**src/rtl/fifo_rd_packer.sv**
```systemverilog
// rtl/fifo_rd_packer.sv - drains fifo_async read side, packs bytes little-endian into LANES-wide words
module fifo_rd_packer #(
  parameter int WIDTH   = 8,
  parameter int LANES   = 4,
  parameter int TIMEOUT = 16
) (
  input  logic                       clk_i,
  input  logic                       rst_n_i,
  input  logic                       fifo_empty_i,
  input  logic [WIDTH-1:0]           fifo_rdata_i,
  input  logic                       fifo_rd_error_i,
  output logic                       fifo_rd_valid_o,
  input  logic                       flush_i,
  output logic [WIDTH*LANES-1:0]     word_o,
  output logic [$clog2(LANES):0]     word_bytes_o,
  output logic                       word_valid_o,
  input  logic                       word_ready_i,
  output logic                       err_o
);

  localparam int CW = $clog2(LANES) + 1;
  localparam int IW = $clog2(TIMEOUT + 1);

  typedef enum logic {FILL, HOLD} state_e;

  state_e                 state_q, state_d;
  logic [WIDTH*LANES-1:0] asm_q, asm_d, asm_cap;
  logic [CW-1:0]          lane_cnt_q, lane_cnt_d, cnt_cap;
  logic                   pend_q, pend_d;
  logic [WIDTH*LANES-1:0] word_q, word_d;
  logic [CW-1:0]          bytes_q, bytes_d;
  logic                   valid_q, valid_d;
  logic [IW-1:0]          idle_q, idle_d;
  logic                   flush_q, flush_d;
  logic                   err_q, err_d;

  logic flush_eff, slot_free, lane_busy, commit_req, commit, rd;
  logic trig_full, trig_to, trig_fl;

  always_comb begin
    flush_eff = flush_i | flush_q;
    slot_free = !valid_q || word_ready_i;
    lane_busy = (lane_cnt_q != '0);

    // assembly image including the byte landing at this edge
    asm_cap = asm_q;
    for (int i = 0; i < LANES; i++) begin
      if (pend_q && lane_cnt_q == CW'(i)) asm_cap[i*WIDTH +: WIDTH] = fifo_rdata_i;
    end
    cnt_cap = lane_cnt_q + {{(CW-1){1'b0}}, pend_q};

    trig_full  = pend_q && (lane_cnt_q == CW'(LANES - 1));
    trig_to    = lane_busy && (idle_q == IW'(TIMEOUT));
    trig_fl    = flush_eff && lane_busy && !pend_q;
    commit_req = (state_q == HOLD) || (state_q == FILL && (trig_full || trig_to || trig_fl));
    commit     = commit_req && slot_free;

    // a committing edge empties the assembly, so the next byte always has room
    rd = !fifo_empty_i && (state_q == FILL) && !flush_eff &&
         ((cnt_cap < CW'(LANES)) || commit);
  end

  always_comb begin
    state_d    = state_q;
    asm_d      = asm_q;
    lane_cnt_d = lane_cnt_q;
    pend_d     = rd;
    word_d     = word_q;
    bytes_d    = bytes_q;
    valid_d    = valid_q;
    idle_d     = idle_q;
    flush_d    = flush_eff;
    err_d      = err_q | fifo_rd_error_i;

    if (commit) begin
      word_d     = asm_cap;
      bytes_d    = cnt_cap;
      valid_d    = 1'b1;
      asm_d      = '0;
      lane_cnt_d = '0;
    end else begin
      if (valid_q && word_ready_i) valid_d = 1'b0;
      if (pend_q) begin
        asm_d      = asm_cap;
        lane_cnt_d = cnt_cap;
      end
    end

    if (commit || pend_q || !lane_busy) begin
      idle_d = '0;
    end else if (state_q == FILL && !rd) begin
      idle_d = idle_q + IW'(1);
    end

    if (commit || (!lane_busy && !pend_q)) flush_d = 1'b0;

    case (state_q)
      FILL:    if (commit_req && !slot_free) state_d = HOLD;
      HOLD:    if (slot_free) state_d = FILL;
      default: state_d = FILL;
    endcase
  end

  always_ff @(posedge clk_i or negedge rst_n_i) begin
    if (!rst_n_i) begin
      state_q    <= FILL;
      asm_q      <= '0;
      lane_cnt_q <= '0;
      pend_q     <= 1'b0;
      word_q     <= '0;
      bytes_q    <= '0;
      valid_q    <= 1'b0;
      idle_q     <= '0;
      flush_q    <= 1'b0;
      err_q      <= 1'b0;
    end else begin
      state_q    <= state_d;
      asm_q      <= asm_d;
      lane_cnt_q <= lane_cnt_d;
      pend_q     <= pend_d;
      word_q     <= word_d;
      bytes_q    <= bytes_d;
      valid_q    <= valid_d;
      idle_q     <= idle_d;
      flush_q    <= flush_d;
      err_q      <= err_d;
    end
  end

  assign fifo_rd_valid_o = rd;
  assign word_o          = word_q;
  assign word_bytes_o    = bytes_q;
  assign word_valid_o    = valid_q;
  assign err_o           = err_q;

endmodule

```
**config.mk**
```make
export PLATFORM = sky130hd
export DESIGN_NAME = fifo_rd_packer
export DESIGN_NICKNAME = d
export VERILOG_FILES = /design/src/rtl/fifo_rd_packer.sv
export SDC_FILE = /design/constraint.sdc
export NUM_CORES = 1
export LEC_CHECK = 0
export BUFFER_PORTS_ARGS = -buffer_cell sky130_fd_sc_hd__clkbuf_2
export CELL_PAD_IN_SITES_DETAIL_PLACEMENT = 0
export CELL_PAD_IN_SITES_GLOBAL_PLACEMENT = 1
export CORE_UTILIZATION = 45
export CTS_CLUSTER_DIAMETER = 50
export CTS_CLUSTER_SIZE = 16
export DETAILED_ROUTE_END_ITERATION = 8
export MAX_ROUTING_LAYER = met4
export PLACE_DENSITY = 0.85
export SETUP_SLACK_MARGIN = 0.02
export SLEW_MARGIN = 40
export SYNTH_ARGS = -nofsm -noshare
export SYNTH_HDL_FRONTEND = slang
export SYNTH_SLANG_ARGS = --single-unit
```
**constraint.sdc**
```tcl
create_clock -name clk_i -period 2.9 [get_ports clk_i]
set_input_delay 0.435 -clock clk_i [delete_from_list [all_inputs] [get_ports clk_i]]
set_output_delay 0.435 -clock clk_i [all_outputs]
set_load 0.02 [all_outputs]
```
---- After elaboration in Yosys (flattened, before gate mapping) ----
Cells that the tools add are included.
Widths: inputs -> output; s select.
cells by class
  $add $sub $neg .......................... 2
  $lt $le $gt $ge ......................... 1
  equal/unequal tests ..................... 4
  mux-type cells .......................... 16
  bitwise logic cells ..................... 3
  reductions and logical operators ........ 36
operators by type and width
  cell                 number
  $mux 32              2
  $mux 8               4
  $logic_and 1x1->1    16
  $mux 5               2
  $logic_or 1x1->1     8
  $logic_not 1->1      7
  $eq 3x2->1 const B   2
  $mux 3               2
  $reduce_bool 2->1    3
  $add 5x1->5 const B  1
  $eq 5x5->1 const B   1
  $mux 1               5
  $add 3x1->3          1
  $eq 3x1->1 const B   1
  $logic_not 3->1      1
  $lt 3x3->1 const B   1
  $reduce_bool 3->1    1
  $or 1x1->1           2
  $pmux 1 s2           1
  $not 1->1            1
storage, ports and cells
  bits in registers ....................... 80
  output and inout port bits .............. 38

---- Depth between registers and ports, before layout ----
Gate-level depths: netlist (run 1).
  depth after elaboration ................. 13
  gate-level depth with buffers ........... 8
  mapped depth without buffers ............ 7

---- Least setup slack after synthesis (run 1) ----
Ideal clock, no wire load.
  path type ............................... register to output
  start point ............................. register idle_q[0]
  end point ............................... output fifo_rd_valid_o
  arrival ................................. 1.558 ns
  slack ................................... 0.907 ns
  stages on the path, launching flop included .. 8
  buffers on the path ..................... 1
  cell sequence ........................... dfrtp_1 -> inv_1 -> ha_1 -> and4bb_2 -> o21ai_4 -> a21oi_4 -> buf_4 -> o211a_1
between the ends
  longest elaborated chain between the ends .. 9
RTL lines
  what                            line  RTL
  from (decl)                     33    logic [IW-1:0] idle_q, idle_d;
  from (signal assigned)          124   idle_q <= idle_d;
  $eq 5x5->1                      53    trig_to = lane_busy && (idle_q == IW'(TIMEOUT));
  $logic_and 1x1->1               53
  $logic_or 1x1->1 (2 in series)  55    commit_req = (state_q == HOLD) || (state_q == FILL && (trig_full || trig_to || trig_fl));
  $logic_and 1x1->1               55
  $logic_or 1x1->1                55
  $logic_and 1x1->1               56    commit = commit_req && slot_free;
  $logic_or 1x1->1                60    ((cnt_cap < CW'(LANES)) || commit);
  $logic_and 1x1->1               59    rd = !fifo_empty_i && (state_q == FILL) && !flush_eff &&
  to (decl)                       12    output logic fifo_rd_valid_o,
No other way between the ends.

---- Worst setup path after layout (run 1) ----
  start point ............................. register pend_q
  end point ............................... output fifo_rd_valid_o
between the ends
  longest elaborated chain between the ends .. 8
  elaborated cells on any way between the ends .. 12
  classes of those cells .................. add/sub: 1; order compare: 1; reduce/logical: 10
RTL lines
  what                                                                 line  RTL
  from (decl)                                                          29    logic pend_q, pend_d;
  from (signal assigned)                                               120   pend_q <= pend_d;
  parallel branches: the longest is 6 deep, another holds $add 3x1->3  -
  $logic_or 1x1->1 (*)                                                 60
  $logic_and 1x1->1 (*)                                                59
Mark *: on every way between the ends.

==> results.toml, run 1 <==
[run_status]
outcome = "completed"

[worst_setup_path]
crit_path_frequent_cell = "ha_1"
cp-end-kind = "output port"
worstSetupPathType = "reg2out"
timing.reg2reg.setup_slack_ps = 740
worstRegToRegCells = 7
required_ps = 2470
max_stage_delay_ps = 500
worstPathMaxFanout = 11
crit_chain = "ha_1 > ha_1 > xnor2_1 > o211a_1 > clkbuf_2"
crit_slowest_cell = "dfrtp_1"
crit_arrival_ps = 2000
start_kind = "flip-flop"

[logic_synthesis]
async_reset_ff_frac = 1.00
yosys_warnings = 0
synth_ff_type = "dfrtp_1"
netlist_area_um2 = 3270
ys_types = 35
synth_top_area_share = 0.612
ys_ff_latch = 80
synth_nets = 304
synthTopCellsByArea = "dfrtp_1 61%, mux2i_1 11%, nor2_1 8.4%, a21oi_1 5.5%, buf_2 1.7%"
synth_top_cell_by_area = "dfrtp_1"
avgSynthCellArea_um2 = 11.4
synth_edf_count = 0
ys_seq_area_frac = 0.612
synthCells = 286

[drt]
wl_met3_um = 193
met2WireLength_um = 2930
vias = 2155
firstDrtPassIters = 4
drc_errors = 0
top_layer = "met4"
wirelength_um = 6070
drtIter0Drc = 124
wl_met1_um = 2860
ant_nets = 0
via_per_inst = 4.95
drt-wirelength-per-cell_um = 13.9

[power_and_ir_drop]
power_frac_seq = 0.409
p_int_mw = 2.66
swShare = 0.393
switching_power_mw = 1.72
power_frac_clock = 0.202
leakage_nw = 1.85
p_per_area_nw_per_um2 = 1150
pwr-share-comb = 0.389
vdd_ir_drop_max_mv = 0.514

[cells_and_area]
final_common_cell = "dfrtp_1"
syn2layout_area_growth_pct = 16.4
drive_above_1_share = 0.239
final_nets = 353
layout_common_cells = "80 x dfrtp_1, 73 x nor2_1, 50 x clkbuf_2, 36 x a21oi_1, 35 x mux2i_1"
fillerInstances = 649
antenna_cells = 0

[cts]
cts_setup_buffers = 0
cts_tree = "built"
clkTransAtPathRegs_ps = 80
ctsHoldBuffers = 0
htreeDepth = 3
cts.repair.resized = 0
cts_buffers = 9
cts_sinks = 80
root_buffer = "clkbuf_8"
clock_path_buffers = 2
clk_latency_ps = 350

[sta]
slew_violations = 0
final.period_utilization = 0.839
fin_skew_ps = 14.7
rsz0062_at_grt = "no"
tightest_slew_ps = 726
setup_viol = 0
tns_ps = 0
fmax_ghz = 0.411
whs_ps = 91.2
hold_viol_final = 0
relSlewSlack = 0.516
fin_crit_ps = 2430

[job]
cap_violations = 0

[floorplan]
io_pins = 52
die_x_um = 87.3
start_util = 0.474
dieArea_um2 = 7610
die_h_um = 87.3
core_um2 = 6910
row_count = 30

[placed_design]
numPortBuffers = 51
gp_congestion = 0.714
dp_hpwl_um = 4050

[global_route]
grt_pass1_vias = 1941
grt_pass1_wl_um = 9720
gr-total-overflow = 0
grt_max_degree = 81
antenna_found_initial = 0
globalRouteTotalUtil = 0.181

[worst_hold_path]
hold_path.class = "in2async"
## power by group through the flow
stage	combinational (mW)	clock, mW	sequential (mW)
3_5_place_dp	1.72	0	1.83
4_1_cts	1.73	0.911	1.81
5_1_grt	1.91	0.960	1.85
2_1_floorplan	0.981	0	2.09
3_3_place_gp	1.70	0	1.81
6_report	1.71	0.886	1.80
## critical path, delay by kind of cell, from the launching register on
family | cells | cell delay (ps)
adders and majority gates | 2 | 450
DFF | 1 | 500
xor gates and xnor gates | 1 | 320
AOI/OAI and AO/OA | 1 | 210
buffers and inverters | 1 | 170
## synth_stat cells, drive strengths merged, types with 2 or more instances
library cell,count
buf,13
and4bb,3
mux2i,35
ha,4
inv,5
and2,3
nand2,2
nor2,73
xnor2,2
dfrtp,80
nor3,2
clkbuf,3
nand3,2
mux2,2
or3,4
o21ai,6
a21oi,37
## worst paths after layout
path	start	to
worst max-delay path	pend_q	fifo_rd_valid_o
worst min-delay path	rst_n_i	asm_q[3]
worst max register to register	pend_q	idle_q[1]
worst min register to register	err_o	err_o
max in group asynchronous	rst_n_i	word_o[30]
min in group clk_i	fifo_rd_error_i	err_o
## metal layers
| metal | up-vias | track usage |
|---|---|---|
| met3 | 7 | 0.0370 |
| met2 | 34 | 0.260 |
| met4 | 0 | 0.0894 |
| li1 | 1062 | - |
| met5 | - | - |
| met1 | 1052 | 0.244 |
## registers in the layout, indices dropped and copies added (netlist names)
name	count
word_bytes_o	3
pend_q	1
lane_cnt_q	3
state_q	1
flush_q	1
idle_q	5
asm_q	32
err_o	1
word_valid_o	1
word_o	32
## metrics by stage
step / utilization / total power [mW] / instance area [um2] / setup WS [ps] / instances
floorplan: - / 3.07 / 3270 / 907 / 286
global route: 0.551 / 4.72 / 3810 / 323 / 435
finish: 0.551 / 4.39 / 3810 / 467 / 435
detailed placement: 0.520 / 3.55 / 3590 / 742 / 420
CTS: 0.551 / 4.45 / 3810 / 433 / 435
global placement: 0.519 / 3.50 / 3590 / 835 / 420
## logic make-up (layout without fill, tap and decap cells)
kind of cell / count (synthesis) / in the layout / synth area share
AO/OA/AOI/OAI: 47 / 47 / 0.0891
XOR/XNOR: 3 / 3 / 0.00804
adder cells (fa/ha/maj): 4 / 4 / 0.0153
buffers and inverters: 21 / 74 / 0.0318
flip-flops: 80 / 80 / 0.612
multiplexers: 37 / 37 / 0.114
AND/OR/NAND/NOR: 94 / 94 / 0.130
## layout make-up
type                            instances  area, um2  share of cell area
Inverter                                5       18.8             0.00493
Multi-Input combinational cell        185       1160               0.306
Timing Repair Buffer                   54        284              0.0746
Sequential cell                        80       2000               0.526
Clock inverter                          6       92.6              0.0243
Clock buffer                            9        124              0.0325
Tap cell                               96        120              0.0316
Note: power is estimated with default switching activity, not from simulation.
==> run 2: changes to the inputs <==
- ABC_AREA: unset -> 1
- CORE_UTILIZATION: 45 -> 44
- PLACE_DENSITY: 0.85 -> 0.84
- clock period: 2.9 -> 2.3 ns (I/O delays scaled with it)
==> results.toml, run 2 <==
[run_status]
outcome = "completed"

[sta]
fin_skew_ps = 13.8
hold_viol_final = 0
slew_violations = 0
fin_crit_ps = 2180
setup_viol = 0
tightest_slew_ps = 563
tns_ps = 0
rsz0062_at_grt = "no"
fmax_ghz = 0.458
relSlewSlack = 0.624
setup_slack_ps = 118
final.period_utilization = 0.949

[drt]
drc_errors = 0
ant_nets = 0
wirelength_um = 6530
via_per_inst = 4.88
firstDrtPassIters = 4
vias = 2281
drtIter0Drc = 105
drt-wirelength-per-cell_um = 14.0

[floorplan]
row_count = 31
start_util = 0.454
io_pins = 52
core_um2 = 7250
dieArea_um2 = 7830
die_h_um = 88.5
die_x_um = 88.5

[logic_synthesis]
ys_seq_area_frac = 0.609
async_reset_ff_frac = 1.00
synthTopCellsByArea = "dfrtp_1 61%, mux2i_1 9.7%, nand2_1 5.8%, o21ai_0 5.6%, nor2_1 3.9%"
synth_top_cell_by_area = "dfrtp_1"
avgSynthCellArea_um2 = 10.9
netlist_area_um2 = 3290
synth_commonest_cells = "80 x dfrtp_1, 51 x nand2_1, 37 x o21ai_0"
yosysMostFrequentCell = "dfrtp_1"
ys_types = 26
yosys_warnings = 0
synth_ff_type = "dfrtp_1"
synthCells = 302
synth_top_area_share = 0.609
synth_edf_count = 0
ys_ff_latch = 80
synth_nets = 320

[worst_setup_path]
r2r_start = "lane_cnt_q[2]"
required_ps = 1960
timing.reg2reg.setup_slack_ps = 460
r2r-end = "asm_q[31]"
start_kind = "flip-flop"
worstSetupPathType = "reg2out"
worstPathMaxFanout = 7
cp-end-kind = "output port"
worstRegToRegCells = 10
crit_arrival_ps = 1840

[power_and_ir_drop]
vdd_ir_drop_max_mv = 0.310
leakage_nw = 2.17
power.total_mw = 4.55
p_per_area_nw_per_um2 = 1150

[cells_and_area]
fillerInstances = 640
antenna_cells = 0
final_common_cell = "dfrtp_1"
stdcell_area_um2 = 3950
drive_above_1_share = 0.269
layout_common_cells = "78 x dfrtp_1, 50 x nand2_1, 49 x clkbuf_2, 37 x o21ai_0, 34 x nor2_1"
syn2layout_area_growth_pct = 20.2
fin_cells = 467
final_nets = 382

[global_route]
grt_max_degree = 54
gr-total-overflow = 0
globalRouteTotalUtil = 0.191
grt_pass1_wl_um = 10600
antenna_found_initial = 0
grt_pass1_vias = 2112

[cts]
cts_tree = "built"
clkTransAtPathRegs_ps = 80
clock_path_buffers = 2
cts_buffers = 9
cts_sinks = 80
clk_latency_ps = 350
htreeDepth = 3
root_buffer = "clkbuf_8"

[placed_design]
dp.cells = 445
pre_cts_slack_ps = 360
post_dp_cell_area_um2 = 3640
dp_hpwl_um = 4350
gp_congestion = 0.814
numPortBuffers = 51

[worst_hold_path]
hold_path_depth = 2
hold_path.class = "in2reg"
hold_start = "fifo_rd_error_i"
min_to = "err_o"

[job]
cap_violations = 0
-- run 2: area by class of cell --
type	instances	area [um2]	share of cell area
clock buffer	9	124	0.0313
clock inverter	6	92.6	0.0234
inverter	15	56.3	0.0142
multi-input combinational	195	1170	0.297
sequential	80	2000	0.507
tap	99	124	0.0313
timing repair buffer	63	378	0.0956
-- run 2: kinds of logic after synthesis --
kind of cell | after synthesis | share of synthesized area
AND/OR/NAND/NOR | 114 | 0.164
flip-flops | 80 | 0.609
AO/OA/AOI/OAI | 41 | 0.0631
multiplexers | 32 | 0.0974
buffers and inverters | 27 | 0.0415
XOR/XNOR | 4 | 0.0107
adder cells (fa/ha/maj) | 4 | 0.0152
-- run 2: worst max-delay path, stage by stage (launching register included) --
cell and delay, ps:
dfrtp_2 430, ha_1 220, ha_1 210, xnor2_2 150, inv_1 90, nand2_4 80
nand2_4 80, inv_2 80, buf_4 130
-- run 2: worst max-delay path by stage --
stage | startpoint | to | slack (ps) | depth (start not counted)
global placement | pend_q | fifo_rd_valid_o | 400 | 9
CTS | pend_q | fifo_rd_valid_o | 20 | 8
global route | lane_cnt_q[0] | fifo_rd_valid_o | 20 | 8
finish | lane_cnt_q[0] | fifo_rd_valid_o | 120 | 8
detailed placement | pend_q | fifo_rd_valid_o | 360 | 8
floorplan | idle_q[0] | fifo_rd_valid_o | 570 | 13
-- run 2: power breakdown --
| part | switching [mW] | leakage (nW) | internal, mW |
|---|---|---|---|
| clock network | 0.511 | 0.102 | 0.610 |
| logic | 0.970 | 0.997 | 0.499 |
| registers | 0.172 | 1.07 | 1.79 |
-- run 2: per-layer routing --
layer / share of wire / wire [um] / GRT usage
met3: 0.036 / 238 / 0.0420
met1: 0.50 / 3250 / 0.267
met5: 0 / 0 / -
met2: 0.44 / 2880 / 0.264
met4: 0.024 / 160 / 0.0880
-- run 2: per-stage QoR --
stage          hold WS [ps]   util
6_report                192  0.545
5_1_grt                 179  0.545
4_1_cts                 187  0.534
3_5_place_dp            290  0.502
3_3_place_gp            291  0.502
2_1_floorplan          49.4      -
-- run 2: repair_timing --
item,in CTS,in global routing
pin swaps,0,1
endpoints found under the hold margin,27,0
setup endpoints to repair,1,1
setup buffers,0,6
resized for setup,3,7
hold buffers,1,0
